### config.mk
export PLATFORM = sky130hd
export DESIGN_NAME = multicycle_alu
export DESIGN_NICKNAME = d
export VERILOG_FILES = /design/src/rtl/multicycle_alu_pkg.sv /design/src/rtl/multicycle_alu_iter.sv /design/src/rtl/multicycle_alu.sv
export SDC_FILE = /design/constraint.sdc
export NUM_CORES = 1
export LEC_CHECK = 0
export ABC_AREA = 1
export BUFFER_PORTS_ARGS = -buffer_cell sky130_fd_sc_hd__buf_2
export CELL_PAD_IN_SITES_DETAIL_PLACEMENT = 0
export CELL_PAD_IN_SITES_GLOBAL_PLACEMENT = 1
export CORE_MARGIN = 4
export CORE_UTILIZATION = 40
export DETAILED_ROUTE_END_ITERATION = 10
export GPL_TIMING_DRIVEN = 0
export PLACE_DENSITY_LB_ADDON = 0.1
export SYNTH_ARGS = -nofsm -noshare
export SYNTH_HDL_FRONTEND = slang
export SYNTH_SLANG_ARGS = --single-unit
### constraint.sdc
create_clock -name clk -period 3.5 [get_ports clk]
set_input_delay 0.7 -clock clk [delete_from_list [all_inputs] [get_ports clk]]
set_output_delay 0.7 -clock clk [all_outputs]
set_load 0.05 [all_outputs]
### src/rtl/multicycle_alu_pkg.sv
// Shared types for the multicycle ALU: the LC-3b ALU opcode set (extended with
// the iterative operations), the condition-code type and the control FSM states.
package lc3b_types;

   typedef enum logic [3:0] {
      alu_add     = 4'd0,
      alu_and     = 4'd1,
      alu_not     = 4'd2,
      alu_pass    = 4'd3,
      alu_sll     = 4'd4,
      alu_srl     = 4'd5,
      alu_sra     = 4'd6,
      alu_bitcopy = 4'd7,
      alu_mul     = 4'd8,
      alu_div     = 4'd9,
      alu_rem     = 4'd10
   } lc3b_aluop;

   typedef logic [2:0] lc3b_nzp;

   localparam lc3b_nzp NZP_NEG  = 3'b100;
   localparam lc3b_nzp NZP_ZERO = 3'b010;
   localparam lc3b_nzp NZP_POS  = 3'b001;

   typedef enum logic [1:0] {
      IDLE = 2'd0,
      BUSY = 2'd1,
      DONE = 2'd2
   } alu_state_t;

endpackage

### src/rtl/multicycle_alu_iter.sv
// Iterative engine: unsigned shift-add multiply and restoring divide.
// One bit is processed per clock. The final (WIDTH-th) step is not registered
// here; it is presented combinationally on result while done is high, so the
// parent captures it on the same edge and sees exactly WIDTH busy cycles.
module alu_iter_unit
   import lc3b_types::*;
#(
   parameter int WIDTH = 16,
   parameter int SHW   = $clog2(WIDTH)
) (
   input  logic             clk,
   input  logic             reset,
   input  logic             start,
   input  lc3b_aluop        op,
   input  logic [WIDTH-1:0] a,
   input  logic [WIDTH-1:0] b,
   output logic             done,
   output logic [WIDTH-1:0] result
);

   localparam logic [SHW-1:0] LAST = SHW'(WIDTH - 1);

   logic             running;
   logic [SHW-1:0]   cnt;
   lc3b_aluop        op_q;
   // mul: multiplicand (shifts left); div/rem: dividend shifting into quotient
   logic [WIDTH-1:0] opnd_a;
   // mul: multiplier (shifts right); div/rem: divisor (constant)
   logic [WIDTH-1:0] opnd_b;
   // mul: partial product; div/rem: partial remainder
   logic [WIDTH-1:0] acc;

   logic [WIDTH-1:0] nxt_a;
   logic [WIDTH-1:0] nxt_b;
   logic [WIDTH-1:0] nxt_acc;
   logic [WIDTH:0]   shifted;
   logic [WIDTH:0]   diff;

   // One iteration step of the selected algorithm
   always_comb begin
      nxt_a   = opnd_a;
      nxt_b   = opnd_b;
      nxt_acc = acc;
      shifted = '0;
      diff    = '0;
      if (op_q == alu_mul) begin
         nxt_acc = acc + (opnd_b[0] ? opnd_a : '0);
         nxt_a   = opnd_a << 1;
         nxt_b   = opnd_b >> 1;
      end else begin
         // Bring the next dividend bit into the remainder and try a subtract;
         // a clear borrow bit means the divisor fit and the quotient bit is 1.
         shifted = {acc, opnd_a[WIDTH-1]};
         diff    = shifted - {1'b0, opnd_b};
         nxt_acc = diff[WIDTH] ? shifted[WIDTH-1:0] : diff[WIDTH-1:0];
         nxt_a   = {opnd_a[WIDTH-2:0], ~diff[WIDTH]};
      end
   end

   assign done   = running && (cnt == LAST);
   assign result = (op_q == alu_div) ? nxt_a : nxt_acc;

   // Iteration control: counts completed steps, stops after the last one
   always_ff @(posedge clk or posedge reset) begin
      if (reset) begin
         running <= 1'b0;
         cnt     <= '0;
      end else if (start) begin
         running <= 1'b1;
         cnt     <= '0;
      end else if (running) begin
         if (cnt == LAST) begin
            running <= 1'b0;
            cnt     <= '0;
         end else begin
            cnt <= cnt + SHW'(1);
         end
      end
   end

   // Operand capture on start, then one algorithm step per cycle
   always_ff @(posedge clk) begin
      if (start) begin
         op_q   <= op;
         opnd_a <= a;
         opnd_b <= b;
         acc    <= '0;
      end else if (running) begin
         opnd_a <= nxt_a;
         opnd_b <= nxt_b;
         acc    <= nxt_acc;
      end
   end

endmodule

### src/rtl/multicycle_alu.sv
// Multicycle ALU: single-cycle LC-3b operations plus iterative mul/div/rem,
// wrapped in a valid/ready request/response handshake with one operation in
// flight at a time. Results and condition codes are registered and held until
// the consumer takes them.
module multicycle_alu
   import lc3b_types::*;
#(
   parameter int WIDTH = 16,
   parameter int SHW   = $clog2(WIDTH)
) (
   input  logic             clk,
   input  logic             reset,
   input  logic             in_valid,
   output logic             in_ready,
   input  lc3b_aluop        aluop,
   input  logic [WIDTH-1:0] a,
   input  logic [WIDTH-1:0] b,
   output logic             out_valid,
   input  logic             out_ready,
   output logic [WIDTH-1:0] f,
   output lc3b_nzp          cc,
   output logic             err
);

   alu_state_t       state;
   logic [WIDTH-1:0] sc_f;
   logic             sc_err;
   logic             is_iter;
   logic             start;
   logic             iter_done;
   logic [WIDTH-1:0] iter_result;
   logic [SHW-1:0]   sh;

   // Condition code of a result interpreted as a signed value
   function automatic lc3b_nzp nzp_of(input logic [WIDTH-1:0] v);
      if (v[WIDTH-1])
         return NZP_NEG;
      else if (v == '0)
         return NZP_ZERO;
      else
         return NZP_POS;
   endfunction

   assign sh = b[SHW-1:0];

   // Single-cycle results, error cases and routing of iterative operations
   always_comb begin
      sc_f    = '0;
      sc_err  = 1'b0;
      is_iter = 1'b0;
      case (aluop)
         alu_add:     sc_f = a + b;
         alu_and:     sc_f = a & b;
         alu_not:     sc_f = ~a;
         alu_pass:    sc_f = a;
         alu_sll:     sc_f = a << sh;
         alu_srl:     sc_f = a >> sh;
         alu_sra:     sc_f = $signed(a) >>> sh;
         alu_bitcopy: sc_f = {a[WIDTH/2-1:0], a[WIDTH/2-1:0]};
         alu_mul:     is_iter = 1'b1;
         alu_div: begin
            // Divide by zero completes immediately with an all-ones quotient
            if (b == '0) begin
               sc_f   = '1;
               sc_err = 1'b1;
            end else begin
               is_iter = 1'b1;
            end
         end
         alu_rem: begin
            // Remainder by zero completes immediately returning the dividend
            if (b == '0) begin
               sc_f   = a;
               sc_err = 1'b1;
            end else begin
               is_iter = 1'b1;
            end
         end
         default: begin
            sc_f   = '0;
            sc_err = 1'b1;
         end
      endcase
   end

   assign start = (state == IDLE) && in_valid && is_iter;

   alu_iter_unit #(
      .WIDTH (WIDTH),
      .SHW   (SHW)
   ) u_iter (
      .clk    (clk),
      .reset  (reset),
      .start  (start),
      .op     (aluop),
      .a      (a),
      .b      (b),
      .done   (iter_done),
      .result (iter_result)
   );

   // Control FSM with registered handshake outputs and result registers
   always_ff @(posedge clk or posedge reset) begin
      if (reset) begin
         state     <= IDLE;
         in_ready  <= 1'b1;
         out_valid <= 1'b0;
         f         <= '0;
         cc        <= NZP_ZERO;
         err       <= 1'b0;
      end else begin
         case (state)
            IDLE: begin
               if (in_valid) begin
                  in_ready <= 1'b0;
                  if (is_iter) begin
                     state <= BUSY;
                  end else begin
                     state     <= DONE;
                     out_valid <= 1'b1;
                     f         <= sc_f;
                     cc        <= nzp_of(sc_f);
                     err       <= sc_err;
                  end
               end
            end
            BUSY: begin
               if (iter_done) begin
                  state     <= DONE;
                  out_valid <= 1'b1;
                  f         <= iter_result;
                  cc        <= nzp_of(iter_result);
                  err       <= 1'b0;
               end
            end
            DONE: begin
               if (out_ready) begin
                  state     <= IDLE;
                  out_valid <= 1'b0;
                  in_ready  <= 1'b1;
               end
            end
            default: begin
               state     <= IDLE;
               out_valid <= 1'b0;
               in_ready  <= 1'b1;
            end
         endcase
      end
   end

endmodule

==> results of run 1 <==
[kinds of logic after synthesis]
logic type	synth area share
buffers and inverters	0.115
multiplexers	0.00107
AND/OR/NAND/NOR	0.431
XOR/XNOR	0.00843
AO/OA/AOI/OAI	0.147
flip-flops	0.225
adder cells (fa/ha/maj)	0.0733
[through the flow]
stage | TNS, ps | power, W | std cells | setup slack (ps)
floorplan | 0 | 0.00539 | 1624 | 568
global placement | -17540 | 0.00680 | 1998 | -1000
detailed placement | -9030 | 0.00684 | 1999 | -514
CTS | 0 | 0.00792 | 2015 | 129
global route | 0 | 0.00863 | 2016 | 5.88
finish | 0 | 0.00792 | 2016 | 262
[cells in the mapped netlist, drive strengths merged]
| library cell | number | share of area |
|---|---|---|
| clkinv | 1 | 0.00040 |
| nand2 | 591 | 0.24 |
| and2 | 3 | 0.0023 |
| edfxtp | 36 | 0.12 |
| inv | 219 | 0.088 |
| a21oi | 97 | 0.054 |
| nor3b | 1 | 0.00080 |
| a22o | 2 | 0.0019 |
| o31ai | 2 | 0.0016 |
| nor2 | 133 | 0.055 |
| dfxtp | 16 | 0.034 |
| nor3 | 13 | 0.0075 |
| a21boi | 2 | 0.0016 |
| fa | 3 | 0.0064 |
| o22ai | 1 | 0.00067 |
| nor2b | 1 | 0.00067 |
| mux2i | 1 | 0.0011 |
| o32ai | 1 | 0.00094 |
| dfrtp | 26 | 0.070 |
| a211oi | 1 | 0.00080 |
| clkbuf | 24 | 0.0096 |
| o21a | 8 | 0.0064 |
| o21ai | 106 | 0.057 |
| xor2 | 6 | 0.0056 |
| nand4 | 15 | 0.010 |
| dfstp | 2 | 0.0056 |
| buf | 31 | 0.017 |
| a21o | 6 | 0.0048 |
| o21bai | 8 | 0.0064 |
| or2 | 10 | 0.0067 |
| a31oi | 14 | 0.0094 |
| ha | 50 | 0.067 |
| nand3b | 4 | 0.0032 |
| o2111ai | 1 | 0.00094 |
| nand3 | 185 | 0.10 |
| xnor2 | 3 | 0.0028 |
| o22a | 1 | 0.00094 |
[power by group through the flow]
stage	combinational [W]	sequential, W	clock, W
5_1_grt	0.00568	0.00184	0.00110
6_report	0.00506	0.00180	0.00105
4_1_cts	0.00505	0.00180	0.00106
3_3_place_gp	0.00498	0.00182	0
2_1_floorplan	0.00332	0.00207	0
3_5_place_dp	0.00502	0.00182	0
[worst reg2reg max path, stage by stage, from the launching register on]
cell and delay (ps):
sky130_fd_sc_hd__edfxtp_1 420, sky130_fd_sc_hd__buf_4 190, sky130_fd_sc_hd__clkbuf_1 200, sky130_fd_sc_hd__nand2_1 170
sky130_fd_sc_hd__inv_1 60, sky130_fd_sc_hd__ha_1 370, sky130_fd_sc_hd__inv_1 80, sky130_fd_sc_hd__nor3_1 270
sky130_fd_sc_hd__inv_1 70, sky130_fd_sc_hd__nor3_1 130, sky130_fd_sc_hd__nand2_1 130, sky130_fd_sc_hd__nand2_1 90
sky130_fd_sc_hd__nand2_1 50, sky130_fd_sc_hd__nand3_1 90, sky130_fd_sc_hd__nand3_1 160, sky130_fd_sc_hd__nand2_1 150
sky130_fd_sc_hd__nand2_1 70, sky130_fd_sc_hd__inv_1 50, sky130_fd_sc_hd__nand2_1 50, sky130_fd_sc_hd__nor2_2 90
sky130_fd_sc_hd__nand3_1 120, sky130_fd_sc_hd__a21oi_2 160
[timing repair]
item                                   in CTS  in global routing
setup buffers                               0                  1
resized for setup                           1                  4
endpoints found under the hold margin       0                  0
setup endpoints to repair                  11                 23
[state kept, by name (all words and copies together), names as in the netlist, 2 cells and up]
register and flops:
u_iter.opnd_b 16, f 16, u_iter.cnt 4, cc 2
u_iter.op_q 4, u_iter.acc 16, u_iter.opnd_a 16, state 2
[area by class of cell]
| class | instances | area [um^2] |
|---|---|---|
| inverters | 220 | 826 |
| fillers | 2623 | 12500 |
| clock buffers | 10 | 250 |
| multi-input cells | 1269 | 6170 |
| flip-flops and latches | 80 | 2100 |
| clock inverters | 6 | 76.3 |
| plain buffers | 55 | 249 |
| repair buffers | 63 | 320 |
| well taps | 313 | 392 |
[per-layer routing]
layer / vias up / track usage / wire [um]
li1: 5413 / - / -
met2: 374 / 0.483 / 17600
met3: 99 / 0.0287 / 2020
met1: 4842 / 0.362 / 15800
met4: 0 / 0.154 / 2210
met5: - / 0 / 0
[path summary, 6_finish.rpt]
path / startpoint / end / depth (start not counted)
worst max register to register: u_iter.opnd_b[0]$_DFFE_PP_ / cc[1]$_DFFE_PP1P_ / 21
min in group asynchronous: reset / u_iter.cnt[0]$_DFFE_PP0P_ / 2
worst min register to register: f[7]$_DFFE_PP0P_ / f[7]$_DFFE_PP0P_ / 2
worst min-delay path: f[7]$_DFFE_PP0P_ / f[7]$_DFFE_PP0P_ / 2
max in group asynchronous: reset / f[14]$_DFFE_PP0P_ / 2
worst max-delay path: b[3] / u_iter.opnd_b[9]$_DFFE_PP_ / 14
==> parameters.txt, run 1 <==
Parameter                              Value

STA
  Number of hold violations in the final report ... 0
  Unrepaired setup endpoints after global routing ... false
  Worst slew slack as a fraction of its limit ... 0.306
  Worst hold slack after final layout ... between 400 and 500 ps
  Post-route fraction of the period consumed by the critical path ... 0.925
  Transition time of the tightest slew-check pin ... between 1000 and 1500 ps
  Minimum clock period after layout ... between 3000 and 4000 ps
  Final setup vio count ... 0
  Final worst clock skew ... 13.1 ps
  Achievable clock frequency ... around 310 MHz
  Pins over their slew limit ... 0

Synthesis
  Number of nets in the synthesized netlist ... about 1.7k
  Post-synthesis instance total ... 1,624
  Netlist Area Pre-Place ... between 9000 and 10,000 um^2
  Synth warn ... 0
  Number of flip-flops and latches in the synthesized netlist ... 80
  Sequential cell area fraction in the yosys report ... 0.225
  Number of distinct library cell variants in the gate-level netlist after synthesis ... 54
  Per-instance average area after synthesis ... roughly 5.8 um^2

Placed design
  Number of input and output port buffers inserted ... 61
  Placed wire-length estimate after detailed placement ... between 30 and 40 mm
  Total cell area at the placement stage ... just over 10,000 um^2
  Placer congestion estimate ... about 1.1

CTS
  TritonCTS clock tree ... done
  H-Tree Level Count ... 3
  Deepest clock path buffer count ... 2
  Total clock sinks ... 80
  Clock input transition at the sequential cells of the worst setup and hold paths ... 70 ps
  Worst-Skew Late Latency ... roughly 350 ps
  CTS Hold Buffers Added ... 0
  Inserted Clock Buffers ... 9
  Clk Tree Root Cell ... sky130_fd_sc_hd__clkbuf_16

Global route
  Pin count of the biggest net entering global routing ... 29
  Number of antenna violations at the first check in global routing ... 0
  First-pass GRT wire length ... 57.9 mm
  Via count of the first global-routing pass ... 10.2k
  GRT Residual Overflow ... 0
  Global Route Usage Sum ... 0.287

Drt
  DR DRC count ... 0
  Count of vias placed by the detailed router ... around 11k
  Routed wirelength normalized by instance count ... about 19 um
  Post-DR vias/cell ... roughly 5.3
  Detail Route Antenna Nets ... 0
  Drt pass-1 iters ... 6
  Aggregate routed wire length ... about 38 mm
  Iteration-0 DRC count of the detailed router ... between 800 and 900

Power and ir drop
  Combinational power share ... 0.639
  Static leakage ... approximately 5.7 nW
  Clock Power Share ... 0.133
  Power density relative to cell area ... between 700 and 800 nW/um^2
  Internal power ... between 0.003 and 0.004 W
  Net load switching power ... around 0.0043 W
  Proportion of total power due to net switching ... 0.542
  Relative contribution of sequential cells to total power ... 0.228
  IR Drop Worst-Case VDD ... ~0.38 mV

Setup path
  Worst Setup End Kind ... register
  Crit-path leading delay family ... buffers and inverters
  Critical Setup Path Class ... input port to register
  Critical Path Max Stage Delay ... roughly 330 ps
  Req. time, crit path ... 3600 ps
  Endpoint arrival time on the critical path ... ~3300 ps
  Startpoint type of the worst setup path ... input port
  Slowest library cell on the worst path ... sky130_fd_sc_hd__buf_2
  Cell breakdown of the critical path ... buf_2 > buf_2 > inv_2 > nand4_1 > nor2_1 > nand2_1 > o21ai_1 > nand2_1 > nand2_1 > nor2_1 > inv_1 > buf_2 > o21ai_1 > buf_4
  Buf/Inv on CP ... 6
  Maximum fanout encountered on the critical timing path ... 11
  Register-to-register path setup slack ... ~320 ps

Die
  Core Rows ... 55
  Die outline width ... 161 um
  Effective utilization at floorplan ... 0.409
  Vertical die dimension ... 161 um
  Boundary pin count ... 62
  Area of the placeable core ... approximately 23,000 um^2
  Die area ... between 20,000 and 30,000 um^2

Cells and area
  Ratio of cells with drive above 1 in the final layout ... 0.0834
  Leading cell types in the layout, fill and taps excluded ... 580 x sky130_fd_sc_hd__nand2_1, 214 x sky130_fd_sc_hd__inv_1, 181 x sky130_fd_sc_hd__nand3_1
  Most common cell after layout, fill and taps aside ... sky130_fd_sc_hd__nand2_1
  Cell area after layout ... a little over 10,000 um^2
  N_diodes ... 0
  Fraction of the core area covered by cells at the end of the flow ... 0.455
  Area added between synthesis and finish ... 11.1%
  Net count, final ... between 1.5k and 2k

Status
  Result of the run ... finished clean

Flow run
  Max-cap check violation count ... 0

Hold path
  Tightest Hold Check Type ... register to register
No activity file was read; power rests on OpenSTA's default activity.
==> run 2, diff against run 1 <==
--- a/config.mk
+++ b/config.mk
@@ -13,7 +13,7 @@
 export CORE_UTILIZATION = 40
 export DETAILED_ROUTE_END_ITERATION = 10
 export GPL_TIMING_DRIVEN = 0
-export PLACE_DENSITY_LB_ADDON = 0.1
+export PLACE_DENSITY = 0.88
 export SYNTH_ARGS = -nofsm -noshare
 export SYNTH_HDL_FRONTEND = slang
 export SYNTH_SLANG_ARGS = --single-unit
==> parameters.txt, run 2 (synthesis gave the netlist of run 1 again) <==
Parameter                              Value

Status
  Result of the run ... finished clean

Die
  Core Rows ... 55 (unchanged)
  Die outline width ... 161 um (unchanged)
  Boundary pin count ... 62 (unchanged)
  Area of the placeable core ... 22,800 um^2 (unchanged)
  Die area ... 25,900 um^2 (unchanged)
  Vertical die dimension ... 161 um (unchanged)
  Effective utilization at floorplan ... 0.409 (unchanged)

Drt
  DR DRC count ... 0 (unchanged)
  Aggregate routed wire length ... 36.8 mm (-2.1%)
  Post-DR vias/cell ... 5.39 (+1.3%)
  Iteration-0 DRC count of the detailed router ... 1,124 (+32%)
  Routed wirelength normalized by instance count ... 18.3 um (-2.1%)
  Count of vias placed by the detailed router ... 10.9k (+1.3%)
  Drt pass-1 iters ... 6 (unchanged)
  Detail Route Antenna Nets ... 0 (unchanged)

Setup path
  Critical Setup Path Class ... register to register
  Worst Reg2Reg Path Length in Cells ... 20 (-4.8%)
  Endpoint of the lowest-slack register-to-register path ... cc[0]$_DFFE_PP0P_
  Register-to-register path setup slack ... 340 ps (+20 ps)
  Startpoint type of the worst setup path ... register
  Worst r2r src ... u_iter.opnd_b[0]$_DFFE_PP_
  Worst Setup End Kind ... register
  Req. time, crit path ... 3740 ps (+140 ps)
  Endpoint arrival time on the critical path ... 3390 ps (+50 ps)
  Maximum fanout encountered on the critical timing path ... 10 (-1)

STA
  Final worst clock skew ... 9.30 ps (-3.82 ps)
  Minimum clock period after layout ... 3160 ps (-81.3 ps)
  Achievable clock frequency ... 317 MHz (+2.6%)
  Final setup vio count ... 0 (unchanged)
  Transition time of the tightest slew-check pin ... 1050 ps (+12.5 ps)
  Worst hold slack after final layout ... 479 ps (-0.812 ps)
  Worst slew slack as a fraction of its limit ... 0.297 (-0.00834)
  Unrepaired setup endpoints after global routing ... false
  Number of hold violations in the final report ... 0 (unchanged)
  Post-route fraction of the period consumed by the critical path ... 0.902 (-0.0232)
  Pins over their slew limit ... 0 (unchanged)

Power and ir drop
  Net load switching power ... 0.00424 W (-1.3%)
  Relative contribution of sequential cells to total power ... 0.231 (+0.003)
  IR Drop Worst-Case VDD ... 0.288 mV (-24%)
  Power density relative to cell area ... 755 nW/um^2 (-0.95%)
  Internal power ... 0.00359 W (-0.86%)
  Combinational power share ... 0.642 (+0.003)
  Clock Power Share ... 0.128 (-0.005)
  Proportion of total power due to net switching ... 0.541 (-0.00116)
  Static leakage ... 5.65 nW (about the same)

Flow run
  Max-cap check violation count ... 0 (unchanged)

Cells and area
  Area of the multi-input gates ... 6170 um^2 (unchanged)
  Leading cell types in the layout, fill and taps excluded ... 580 x sky130_fd_sc_hd__nand2_1, 214 x sky130_fd_sc_hd__inv_1, 181 x sky130_fd_sc_hd__nand3_1
  Ratio of cells with drive above 1 in the final layout ... 0.0834 (unchanged)
  Fillcell total ... 2,559 (-2.4%)
  N_diodes ... 0 (unchanged)
  Non-Filler Instances ... 2,016 (unchanged)
  Most common cell after layout, fill and taps aside ... sky130_fd_sc_hd__nand2_1
  Storage element area ... 2100 um^2 (unchanged)
  Cell area after layout ... 10,400 um^2 (-0.16%)
  Net count, final ... 1,791 (unchanged)
  Area added between synthesis and finish ... 11.0%

Placed design
  Number of input and output port buffers inserted ... 61 (unchanged)
  Number of cells after detailed placement ... 1,999 (unchanged)
  Total cell area at the placement stage ... 10,100 um^2 (unchanged)
  Placed wire-length estimate after detailed placement ... 30.0 mm (-4.5%)
  Placer congestion estimate ... 1.08 (+3.0%)

CTS
  Clk Tree Root Cell ... sky130_fd_sc_hd__clkbuf_16
  H-Tree Level Count ... 3 (unchanged)
  TritonCTS clock tree ... done
  CTS Hold Buffers Added ... 0 (unchanged)
  Total clock sinks ... 80 (unchanged)
  Worst-Skew Late Latency ... 350 ps (about the same)
  Inserted Clock Buffers ... 9 (unchanged)
  Clock input transition at the sequential cells of the worst setup and hold paths ... 70 ps (about the same)
  Deepest clock path buffer count ... 2 (unchanged)

Hold path
  Tightest Hold Check Type ... register to register
  Hold path cells ... 2 (unchanged)
  WHS Endpoint ... in_ready$_DFFE_PP1P_
  HP Start ... in_ready$_DFFE_PP1P_

Global route
  Number of antenna violations at the first check in global routing ... 0 (unchanged)
  Met1 routing resource usage after global routing ... 0.358 (-0.00446)
  Pin count of the biggest net entering global routing ... 29 (unchanged)
  GRT Residual Overflow ... 0 (unchanged)
  Busiest grt layer ... met2
  Met3 routing resource usage after global routing ... 0.0287 (unchanged)
  First-pass GRT wire length ... 57.2 mm (-1.2%)
  Via count of the first global-routing pass ... 10.1k (-1.5%)
  GR met2 Demand/Resource ... 0.467 (-0.0163)
  Global Route Usage Sum ... 0.280 (-0.00721)
==> run 2: cell count changes in the layout (fill, tap and decap cells not counted), sizes merged <==
cell and change:
buf -1, clkbuf +1
==> run 2: how the worst max path moves through the flow <==
stage / start / endpoint / slack, ps / cells after the start
floorplan: b[3] / u_iter.opnd_b[0]$_DFFE_PP_ / 570 / 12
detailed placement: b[3] / u_iter.opnd_b[10]$_DFFE_PP_ / -270 / 14
CTS: b[3] / u_iter.opnd_b[14]$_DFFE_PP_ / 50 / 14
finish: u_iter.opnd_b[0]$_DFFE_PP_ / cc[0]$_DFFE_PP0P_ / 340 / 20
global placement: b[3] / u_iter.opnd_b[8]$_DFFE_PP_ / -830 / 13
global route: u_iter.opnd_b[0]$_DFFE_PP_ / cc[1]$_DFFE_PP1P_ / 40 / 19
==> run 2: cell type report <==
cell class / instances / area share
sequential: 80 / 0.203
tap: 313 / 0.0377
clock buffer: 10 / 0.0230
inverter: 220 / 0.0796
multi-input combinational: 1269 / 0.595
buffer: 55 / 0.0240
clock inverter: 6 / 0.00687
timing repair buffer: 63 / 0.0309
==> run 2: metal layers <==
metal | wire, um | part of all wire | vias to the layer above
li1 | - | - | 5386
met1 | 15400 | 0.42 | 4878
met2 | 16900 | 0.46 | 497
met3 | 2340 | 0.063 | 106
met4 | 2190 | 0.059 | 0
met5 | 0 | 0 | -
==> run 2: repair_timing <==
action,CTS,global route
resized for setup,0,4
setup buffers,0,1
setup endpoints to repair,0,15
==> run 2: critical path, stage by stage (launching register included) <==
cell and delay (ps):
sky130_fd_sc_hd__edfxtp_1 430, sky130_fd_sc_hd__buf_4 190, sky130_fd_sc_hd__clkbuf_1 210, sky130_fd_sc_hd__nand2_1 110, sky130_fd_sc_hd__inv_1 50, sky130_fd_sc_hd__ha_1 340
sky130_fd_sc_hd__nand2_1 110, sky130_fd_sc_hd__o21ai_0 420, sky130_fd_sc_hd__nand3_1 210, sky130_fd_sc_hd__nand2_1 100, sky130_fd_sc_hd__nand2_1 50, sky130_fd_sc_hd__nand3_1 90
sky130_fd_sc_hd__nand3_1 150, sky130_fd_sc_hd__nand2_1 150, sky130_fd_sc_hd__nand2_1 60, sky130_fd_sc_hd__inv_1 50, sky130_fd_sc_hd__nand2_1 50, sky130_fd_sc_hd__nor2_2 110
sky130_fd_sc_hd__nand2_1 60, sky130_fd_sc_hd__nand2_1 60, sky130_fd_sc_hd__a21oi_1 60
==> run 2: power groups by stage <==
stage / clock [W] / sequential, W / combinational [W]
after floorplan: 0 / 0.00207 / 0.00332
after global placement: 0 / 0.00181 / 0.00492
after detailed placement: 0 / 0.00181 / 0.00496
after CTS: 0.00100 / 0.00180 / 0.00499
after global routing: 0.00105 / 0.00184 / 0.00563
final: 0.00100 / 0.00181 / 0.00502
==> run 2: stage by stage <==
step                 util  TNS [ps]  power (W)  setup WS [ps]
finish              0.454         0    0.00783            343
CTS                 0.454         0    0.00779           53.2
global route        0.454         0    0.00852           44.4
detailed placement  0.440     -3860    0.00678           -275
floorplan               -         0    0.00539            568
global placement    0.440    -13500    0.00673           -832
